**config.mk**
```make
export PLATFORM = sky130hd
export DESIGN_NAME = nibble_scan_seq
export DESIGN_NICKNAME = d
export VERILOG_FILES = /design/src/rtl/nibble_scan_pkg.sv /design/src/rtl/nibble_bank.sv /design/src/rtl/nibble_scan_seq.sv
export SDC_FILE = /design/constraint.sdc
export NUM_CORES = 1
export LEC_CHECK = 0
export ABC_AREA = 0
export CELL_PAD_IN_SITES_DETAIL_PLACEMENT = 0
export CELL_PAD_IN_SITES_GLOBAL_PLACEMENT = 1
export CORE_ASPECT_RATIO = 0.7
export CORE_MARGIN = 5
export CORE_UTILIZATION = 40
export CTS_CLUSTER_DIAMETER = 30
export DETAILED_ROUTE_END_ITERATION = 8
export PLACE_DENSITY_LB_ADDON = 0.1
export SLEW_MARGIN = 20
export SYNTH_ARGS = -nofsm -noshare
export SYNTH_HDL_FRONTEND = slang
export SYNTH_SLANG_ARGS = --single-unit
```
**constraint.sdc**
```tcl
create_clock -name clk -period 6.7 [get_ports clk]
set_input_delay 2.01 -clock clk [delete_from_list [all_inputs] [get_ports clk]]
set_output_delay 2.01 -clock clk [all_outputs]
set_load 0.02 [all_outputs]
```
**src/rtl/nibble_scan_pkg.sv**
```systemverilog
// Shared definitions for the nibble scan sequencer: widths, channel count,
// the sequencer state encoding and a small channel-index helper.
package nibble_scan_pkg;

    localparam int NIB_W = 4;   // width of one channel nibble
    localparam int CH_N  = 16;  // channels in the bank / mux inputs
    localparam int CH_W  = 4;   // width of a channel index

    typedef enum logic [1:0] {
        IDLE  = 2'd0,
        SCAN  = 2'd1,
        DRAIN = 2'd2
    } scan_state_e;

    // Next channel of a pass; wraps to 0 after the last scanned channel.
    function automatic logic [CH_W-1:0] next_ch(input logic [CH_W-1:0] ch,
                                                input logic [CH_W-1:0] last);
        logic [CH_W-1:0] nxt;
        nxt = ch + CH_W'(1);
        if (ch == last) begin
            nxt = '0;
        end
        return nxt;
    endfunction

endpackage

```
**src/rtl/nibble_bank.sv**
```systemverilog
// Sixteen 4-bit channel registers feeding the external 16:1 nibble mux.
// One write port; every register is visible on its own output a0..a15.
module nibble_bank
    import nibble_scan_pkg::*;
(
    input  logic             clk,
    input  logic             rst,
    input  logic             wr_en,
    input  logic [CH_W-1:0]  wr_addr,
    input  logic [NIB_W-1:0] wr_data,
    output logic [NIB_W-1:0] a0,
    output logic [NIB_W-1:0] a1,
    output logic [NIB_W-1:0] a2,
    output logic [NIB_W-1:0] a3,
    output logic [NIB_W-1:0] a4,
    output logic [NIB_W-1:0] a5,
    output logic [NIB_W-1:0] a6,
    output logic [NIB_W-1:0] a7,
    output logic [NIB_W-1:0] a8,
    output logic [NIB_W-1:0] a9,
    output logic [NIB_W-1:0] a10,
    output logic [NIB_W-1:0] a11,
    output logic [NIB_W-1:0] a12,
    output logic [NIB_W-1:0] a13,
    output logic [NIB_W-1:0] a14,
    output logic [NIB_W-1:0] a15
);

    logic [NIB_W-1:0] bank_q [CH_N];

    // Register file: cleared on reset, one channel written per cycle.
    // NOTE: the bank is small and drives the mux directly, so it is reset like
    // ordinary flops; a large RAM would normally be left unreset. Sequential
    // state is assigned with <= so every flop samples pre-edge values.
    always_ff @(posedge clk or posedge rst) begin
        if (rst) begin
            for (int i = 0; i < CH_N; i++) begin
                bank_q[i] <= '0;
            end
        end else if (wr_en) begin
            bank_q[wr_addr] <= wr_data;
        end
    end

    assign a0  = bank_q[0];
    assign a1  = bank_q[1];
    assign a2  = bank_q[2];
    assign a3  = bank_q[3];
    assign a4  = bank_q[4];
    assign a5  = bank_q[5];
    assign a6  = bank_q[6];
    assign a7  = bank_q[7];
    assign a8  = bank_q[8];
    assign a9  = bank_q[9];
    assign a10 = bank_q[10];
    assign a11 = bank_q[11];
    assign a12 = bank_q[12];
    assign a13 = bank_q[13];
    assign a14 = bank_q[14];
    assign a15 = bank_q[15];

endmodule

```
**src/rtl/nibble_scan_seq.sv**
```systemverilog
// Scan sequencer in front of the external 16:1 nibble mux. Holds the channel
// bank, steps the registered mux select through channels 0..LAST_CH, captures
// the nibble the mux returns and streams it out with valid/ready and the
// channel index.
// Optional build macro SCAN_LOOP_EN: scanning wraps continuously until stop.
module nibble_scan_seq
    import nibble_scan_pkg::*;
#(
    parameter int LAST_CH = 15
) (
    input  logic             clk,
    input  logic             rst,
    input  logic             wr_en,
    input  logic [CH_W-1:0]  wr_addr,
    input  logic [NIB_W-1:0] wr_data,
    input  logic             start,
    input  logic             stop,
    output logic [NIB_W-1:0] a0,
    output logic [NIB_W-1:0] a1,
    output logic [NIB_W-1:0] a2,
    output logic [NIB_W-1:0] a3,
    output logic [NIB_W-1:0] a4,
    output logic [NIB_W-1:0] a5,
    output logic [NIB_W-1:0] a6,
    output logic [NIB_W-1:0] a7,
    output logic [NIB_W-1:0] a8,
    output logic [NIB_W-1:0] a9,
    output logic [NIB_W-1:0] a10,
    output logic [NIB_W-1:0] a11,
    output logic [NIB_W-1:0] a12,
    output logic [NIB_W-1:0] a13,
    output logic [NIB_W-1:0] a14,
    output logic [NIB_W-1:0] a15,
    output logic [CH_W-1:0]  s,
    input  logic [NIB_W-1:0] mux_out,
    output logic [NIB_W-1:0] data_out,
    output logic [CH_W-1:0]  data_ch,
    output logic             data_valid,
    input  logic             data_ready,
    output logic             busy,
    output logic             done
);

    localparam logic [CH_W-1:0] LAST = CH_W'(LAST_CH);

    scan_state_e      state_q, state_d;
    logic [CH_W-1:0]  s_q, s_d;
    logic [NIB_W-1:0] dout_q, dout_d;
    logic [CH_W-1:0]  dch_q, dch_d;
    logic             dvalid_q, dvalid_d;
    logic             done_q, done_d;
    logic             load;
    logic             xfer;
`ifdef SCAN_LOOP_EN
    logic             stop_pend_q, stop_pend_d;
    logic             final_load;
`else
    logic             unused_stop;
    assign unused_stop = stop;
`endif

    nibble_bank u_bank (
        .clk     (clk),
        .rst     (rst),
        .wr_en   (wr_en),
        .wr_addr (wr_addr),
        .wr_data (wr_data),
        .a0 (a0),   .a1 (a1),   .a2 (a2),   .a3 (a3),
        .a4 (a4),   .a5 (a5),   .a6 (a6),   .a7 (a7),
        .a8 (a8),   .a9 (a9),   .a10(a10),  .a11(a11),
        .a12(a12),  .a13(a13),  .a14(a14),  .a15(a15)
    );

    // The output slot accepts a new nibble when empty or being drained.
    assign load = !dvalid_q || data_ready;
    assign xfer = dvalid_q && data_ready;

    // Next-state logic: scan stepping, output capture and pass completion.
    // NOTE: every signal gets its hold value before the case statement, so no
    // path leaves a variable unassigned and no latch is inferred.
    always_comb begin
        state_d  = state_q;
        s_d      = s_q;
        dout_d   = dout_q;
        dch_d    = dch_q;
        dvalid_d = dvalid_q;
        done_d   = 1'b0;
`ifdef SCAN_LOOP_EN
        stop_pend_d = stop_pend_q;
        final_load  = 1'b0;
`endif
        unique case (state_q)
            IDLE: begin
                s_d = '0;
`ifdef SCAN_LOOP_EN
                stop_pend_d = 1'b0;
`endif
                if (start) begin
                    state_d = SCAN;
                end
            end
            SCAN: begin
                if (load) begin
                    // The mux is looking at s_q this cycle; capture its answer.
                    dout_d   = mux_out;
                    dch_d    = s_q;
                    dvalid_d = 1'b1;
`ifdef SCAN_LOOP_EN
                    // A stop seen now or at an earlier stalled edge makes this
                    // the last channel of the run.
                    final_load = stop || stop_pend_q;
                    if (final_load) begin
                        state_d     = DRAIN;
                        stop_pend_d = 1'b0;
                    end else begin
                        s_d = next_ch(s_q, LAST);
                    end
`else
                    if (s_q == LAST) begin
                        state_d = DRAIN;
                    end else begin
                        s_d = next_ch(s_q, LAST);
                    end
`endif
                end
`ifdef SCAN_LOOP_EN
                else if (stop) begin
                    stop_pend_d = 1'b1;
                end
`endif
            end
            DRAIN: begin
                if (xfer) begin
                    dvalid_d = 1'b0;
                    done_d   = 1'b1;
                    s_d      = '0;
                    state_d  = IDLE;
                end
            end
            default: begin
                state_d = IDLE;
                s_d     = '0;
            end
        endcase
    end

    // State, select and output registers; reset aborts any pass in flight.
    always_ff @(posedge clk or posedge rst) begin
        if (rst) begin
            state_q  <= IDLE;
            s_q      <= '0;
            dout_q   <= '0;
            dch_q    <= '0;
            dvalid_q <= 1'b0;
            done_q   <= 1'b0;
        end else begin
            state_q  <= state_d;
            s_q      <= s_d;
            dout_q   <= dout_d;
            dch_q    <= dch_d;
            dvalid_q <= dvalid_d;
            done_q   <= done_d;
        end
    end

`ifdef SCAN_LOOP_EN
    // Remembers a stop request that arrived while the output was stalled.
    always_ff @(posedge clk or posedge rst) begin
        if (rst) begin
            stop_pend_q <= 1'b0;
        end else begin
            stop_pend_q <= stop_pend_d;
        end
    end
`endif

    assign s          = s_q;
    assign data_out   = dout_q;
    assign data_ch    = dch_q;
    assign data_valid = dvalid_q;
    assign done       = done_q;
    assign busy       = (state_q != IDLE);

endmodule

```
==> summary.txt, run 1 <==
Clock sink count - 80
Post_cts resized - 0
Number of I/O pins - 97
Number of cells in the finished layout apart from fillers - 429
Syn. warnings - 0
DRC violation total after the first TritonRoute iteration - 103
Leakage power summed over all cells - 1.95 nW
Total via count after detailed routing - 2118
Synth Flop Type - sky130_fd_sc_hd__dfrtp_1
Area delta synth->final - 41.0%
Final estimated routing congestion in global placement - 0.784
Average wire length per cell after detail routing - 17.2 um
Most frequent cells after synthesis - sky130_fd_sc_hd__dfrtp_1 (80), sky130_fd_sc_hd__mux2_2 (68), sky130_fd_sc_hd__nor2_1 (11)
Worst-path fanout max - 8
Most common cell in the netlist - sky130_fd_sc_hd__dfrtp_1
Die X - 118 um
Transition time of the tightest slew-check pin - 725 ps
Highest Clock Rate - 0.274 GHz
Number of antenna violations at the first check in global routing - 0
All-layer global routing usage - 15.3%
Leading post-synthesis cells by cell area - sky130_fd_sc_hd__dfrtp_1 (62%), sky130_fd_sc_hd__mux2_2 (24%), sky130_fd_sc_hd__mux2_4 (1.8%), sky130_fd_sc_hd__nor2_1 (1.3%), sky130_fd_sc_hd__nand2_1 (1.0%)
Post-Route Skew - 4.47 ps
Min-delay src - u_bank.a5[0]
Max-slew violations - 0
Post-CTS Setup Repair Bufs - 0
Antenna diode count - 0
Max-Slew Margin vs Limit - 51.5%
Sequential cell area fraction in the yosys report - 61.6%
Inserted Clock Buffers - 9
Placed cell count - 413
CP Class - reg -> out
Mean post-synth cell area - 14.6 um^2
Vias in the first global route - 2184
Residual overflow from global routing - 0
Number of max-cap violations - 0
Maximum ir drop on the vdd rail - 0.212 mV
Routed Antenna Nets - 0
Status - completed
Class of the worst hold path - reg -> reg
Data arrival time of the critical path - 1630 ps
Number of storage elements in the synthesis netlist - 80
Count of buffers from port buffering - 95
Total Negative Setup Slacks - 0 ps
Startpoint kind of the worst setup timing path - flip-flop
Share of async-settable or async-resettable flops after synthesis - 100%
Critical path required time - 4690 ps
Library cell with the largest summed area after synthesis - sky130_fd_sc_hd__dfrtp_1
Count of H-tree levels built during CTS - 3
Hold-fix buffers at CTS - 0
# nets final - 342
Crit path from - state_q[0]
Sum of net half-perimeters after detailed placement - 5160 um
Final setup violation count - 0
Initial core utilization - 41.1%
RR Startpoint - state_q[1]
Nature of the critical path endpoint - output pin
Post-synthesis cell count - 222
Routed WL - 7360 um
Routed via count divided by cell count - 4.94
Pwr per Cell Area - 387 mW/mm^2
First-pass GRT wire length - 12200 um
Share of the clock period used by the worst path - 54.4%
Number of remaining DRC errors - 0
Core region area - 0.00791 mm^2
Final worst path period need - 3640 ps
Number of search-and-repair iterations in the first detailed-routing pass - 4
Insertion delay to the later sink of the worst-skew pair - 320 ps
Vertical die dimension - 85.4 um
Clock slew at the register clock pins of the worst setup and hold paths - 60 ps
Netlist Area Pre-Place - 0.00325 mm^2
Area enclosed by the die boundary - 0.0101 mm^2
Maximum number of buffers from clock root to sink - 2
Final hold violation count - 0
Count of distinct cell types in the synthesized netlist - 31
Share of final-layout standard cells stronger than drive strength 1 - 31.1%
Post-synth EDFFs - 0
Mapped Nets - 241
TritonCTS clock tree - built
Row cnt - 27
Share of the synthesized area in the top cell type - 61.6%
Clock root buffer - sky130_fd_sc_hd__clkbuf_16
Setup repair after global routing missed its margin - no
Largest net degree at the start of global routing - 81
## layer usage
metal  part of all wire (%)  GRT usage (%)  up-vias
met5                      0              0        -
met4                   0.98           4.69        0
met3                    5.1           5.40        8
met2                     44           21.7       55
met1                     50           22.1     1072
li1                       -              -      983
## cell families (layout without fill, tap and decap cells)
logic type | count (synthesis) | in the layout | share of synthesized area, %
muxes | 73 | 73 | 25.7
buffers and inverters | 10 | 116 | 1.42
DFF | 80 | 80 | 61.6
adders and majority gates | 1 | 1 | 0.385
AOI/OAI and AO/OA | 13 | 13 | 2.66
and+or+nand+nor | 45 | 45 | 8.17
## report_power, final
| group | switching [mW] | internal [mW] |
|---|---|---|
| combinational | 0.301 | 0.334 |
| sequential | 0.0851 | 0.610 |
| clock | 0.192 | 0.251 |
## layout by cell type (no fill, tap or decap), types with 2 or more instances in the layout
cell type / count
sky130_fd_sc_hd__clkdlybuf4s50_1: 95
sky130_fd_sc_hd__dfrtp_1: 80
sky130_fd_sc_hd__mux2_2: 68
sky130_fd_sc_hd__nor2_1: 11
sky130_fd_sc_hd__nand2_1: 9
sky130_fd_sc_hd__clkbuf_16: 9
sky130_fd_sc_hd__nand3_1: 6
sky130_fd_sc_hd__a21oi_1: 5
sky130_fd_sc_hd__mux2_4: 4
sky130_fd_sc_hd__clkinv_2: 4
sky130_fd_sc_hd__nor2b_1: 3
sky130_fd_sc_hd__nor3_2: 3
sky130_fd_sc_hd__or3_4: 3
sky130_fd_sc_hd__inv_1: 3
sky130_fd_sc_hd__clkinv_4: 3
sky130_fd_sc_hd__nand2b_4: 2
sky130_fd_sc_hd__nand2b_1: 2
sky130_fd_sc_hd__o21ai_0: 2
## layout make-up
class,instances,area (um^2)
Sequential cell,80,2000
Clock buffer,9,225
Clock inverter,7,48.8
Timing Repair Buffer,96,962
Inverter,4,16.3
Multi-Input combinational cell,132,1200
Fill cell,706,3320
Tap cell,101,126
## stage by stage
stage | hold slack [ps] | power (mW) | util, % | cell area (um^2) | setup slack [ps]
4_1_cts | 508 | 1.80 | 57.9 | 4580 | 3040
5_1_grt | 519 | 1.87 | 57.9 | 4580 | 2980
2_1_floorplan | 475 | 1.02 | - | 3250 | 2640
3_3_place_gp | 488 | 1.34 | 54.4 | 4300 | 2930
6_report | 504 | 1.77 | 57.9 | 4580 | 3060
3_5_place_dp | 493 | 1.34 | 54.4 | 4300 | 2940
## worst max-delay path: stages, from the launching register on
cell and delay (ps):
sky130_fd_sc_hd__dfrtp_1 460, sky130_fd_sc_hd__or2_2 320, sky130_fd_sc_hd__clkdlybuf4s50_1 530
## path summary, 6_finish.rpt
kind,cells past startpoint,slack (ps),endpoint
setup reg to reg,3,5140,data_ch[0]
hold reg to reg,1,500,u_bank.a5[0]
min in group asynchronous,3,2190,data_out[1]
hold / removal,1,500,u_bank.a5[0]
setup / recovery,2,3060,busy
max in group asynchronous,3,4030,u_bank.a5[0]
Note: power is estimated with default switching activity, not from simulation.
==> inputs of run 2 (changes only) <==
- CORE_UTILIZATION: 40 -> 34
- clock period: 6.7 -> 3.2 ns (I/O delays scaled with it)
==> run 2 against run 1 <==
Critical path depth did not move. First-iteration DRC count rose by 11%. Worst setup slack got worse by 2500 ps. Die area rose by 16%. Highest routed layer unchanged.
==> summary.txt, run 2 (synthesized netlist as in run 1, its figures left out) <==
Nature of the critical path endpoint - output pin
TritonCTS clock tree - built
Max-Slew Margin vs Limit - 48.4% (-3.1 points)
Final hold violation count - 0 (unchanged)
Class of the worst hold path - reg -> reg
Maximum ir drop on the vdd rail - 0.538 mV (+150%)
Vertical die dimension - 91.8 um (+7.5%)
Worst-path fanout max - 8 (unchanged)
Clock slew at the register clock pins of the worst setup and hold paths - 60 ps (about the same)
Max-slew violations - 0 (unchanged)
Number of remaining DRC errors - 0 (unchanged)
Commonest cells after routing, fill and taps aside - sky130_fd_sc_hd__clkdlybuf4s50_1 (95), sky130_fd_sc_hd__dfrtp_1 (80), sky130_fd_sc_hd__mux2_2 (68), sky130_fd_sc_hd__nor2_1 (11)
Routed via count divided by cell count - 4.72 (-4.5%)
Row cnt - 29 (+7.4%)
Number of search-and-repair iterations in the first detailed-routing pass - 4 (unchanged)
Core region area - 0.00918 mm^2 (+16%)
Sum of net half-perimeters after detailed placement - 5700 um (+10%)
Number of antenna violations at the first check in global routing - 0 (unchanged)
Routed Antenna Nets - 0 (unchanged)
Post_cts resized - 0 (unchanged)
Cell-by-cell trace of the critical path - or2_2, clkdlybuf4s50_1
Data arrival time of the critical path - 1640 ps (about the same)
Antenna diode count - 0 (unchanged)
Vias in the first global route - 2177 (-0.32%)
Fin area - 0.00468 mm^2 (+2.2%)
Share of the clock period used by the worst path - 81.4%
Insertion delay to the later sink of the worst-skew pair - 330 ps (about the same)
Delay contributed by the slowest stage of the critical path - 540 ps (about the same)
Final worst path period need - 2600 ps
Cell type of the slowest stage on the worst timing path - sky130_fd_sc_hd__clkdlybuf4s50_1
Average wire length per cell after detail routing - 17.4 um (+1.4%)
Residual overflow from global routing - 0 (unchanged)
Count of H-tree levels built during CTS - 3 (unchanged)
Post-Route Skew - 4.23 ps (-0.244 ps)
Setup repair after global routing missed its margin - no
Post-CTS Setup Repair Bufs - 0 (unchanged)
Area enclosed by the die boundary - 0.0116 mm^2 (+16%)
Leakage power summed over all cells - 1.99 nW (+1.9%)
Initial core utilization - 35.4% (-5.7 points)
Critical path required time - 2240 ps (-2450 ps)
Clock root buffer - sky130_fd_sc_hd__clkbuf_16
# nets final - 344 (+0.58%)
DRC violation total after the first TritonRoute iteration - 114 (+11%)
Pwr per Cell Area - 838 mW/mm^2 (+120%)
Maximum number of buffers from clock root to sink - 2 (unchanged)
Inserted Clock Buffers - 9 (unchanged)
Status - completed
Clock sink count - 80 (unchanged)
Number of max-cap violations - 0 (unchanged)
First-pass GRT wire length - 12400 um (+1.6%)
Largest net degree at the start of global routing - 29 (-64%)
Routed WL - 7900 um (+7.3%)
Total Negative Setup Slacks - 0 ps (unchanged)
Most common cell after layout, fill and taps aside - sky130_fd_sc_hd__clkdlybuf4s50_1
Die X - 127 um (+7.7%)
All-layer global routing usage - 14.0% (-1.3 points)
Number of I/O pins - 97 (unchanged)
Hold-fix buffers at CTS - 0 (unchanged)
CP Class - reg -> out
Cell area after placement - 0.00435 mm^2 (+1.0%)
Total via count after detailed routing - 2141 (+1.1%)
Count of buffers from port buffering - 95 (unchanged)
Area delta synth->final - 44.1%
Transition time of the tightest slew-check pin - 771 ps (+46.7 ps)
Highest Clock Rate - 0.384 GHz
Startpoint kind of the worst setup timing path - flip-flop
Final estimated routing congestion in global placement - 0.796 (+1.4%)
Final setup violation count - 0 (unchanged)
Share of final-layout standard cells stronger than drive strength 1 - 30.9% (-0.19 points)
-- run 2: cell count changes in the layout (fill, tap and decap cells not counted), sizes merged --
cell | previous run | this run
buf | 1 | 3
clkinvlp | 1 | 0
bufinv | 0 | 2
clkbuf | 9 | 14
clkinv | 7 | 1
-- run 2: through the flow --
step / util, % / setup WS [ps] / cells / hold WS [ps] / total power [mW]
2_1_floorplan: - / 188 / 222 / 475 / 2.14
3_3_place_gp: 47.3 / 435 / 438 / 488 / 2.81
6_report: 51.0 / 597 / 454 / 503 / 3.92
3_5_place_dp: 47.3 / 410 / 438 / 494 / 2.82
4_1_cts: 51.0 / 582 / 454 / 508 / 3.98
5_1_grt: 51.0 / 519 / 454 / 518 / 4.12
-- run 2: final cells by class --
type | count | area, um^2
fill | 774 | 4500
sequential | 80 | 2000
multi-input combinational | 132 | 1200
timing repair buffer | 98 | 973
clock buffer | 14 | 274
tap | 124 | 155
clock inverter | 2 | 60.1
inverter | 4 | 16.3
-- run 2: worst max-delay path, delay by kind of cell (launching register included) --
family / cells / cell delay, ps
simple gates: 1 / 320
buf+inv: 1 / 540
flops: 1 / 460
-- run 2: layer usage --
metal  up-vias  global-route usage (%)  part of all wire (%)
met1      1060                    19.1                    49
met2        75                    19.3                    41
met3        12                    7.32                   8.3
li1        994                       -                     -
met4         0                    4.38                   1.7
met5         -                       0                     0
-- run 2: path summary, 6_finish.rpt --
| check | startpoint | endpoint | slack (ps) | cells past startpoint |
|---|---|---|---|---|
| min | u_bank.a14[3] | u_bank.a14[3] | 500 | 1 |
| max reg2reg | state_q[1] | data_ch[0] | 1670 | 3 |
| max in group asynchronous | rst | u_bank.a14[3] | 1550 | 3 |
| max | state_q[0] | busy | 600 | 2 |
| min reg2reg | u_bank.a14[3] | u_bank.a14[3] | 500 | 1 |
| min in group asynchronous | rst | u_bank.a10[0] | 950 | 2 |
-- run 2: where the power goes --
group	leakage, nW	switching, mW	internal, mW
combinational	0.852	0.638	0.701
sequential	0.972	0.175	1.28
clock	0.163	0.381	0.747
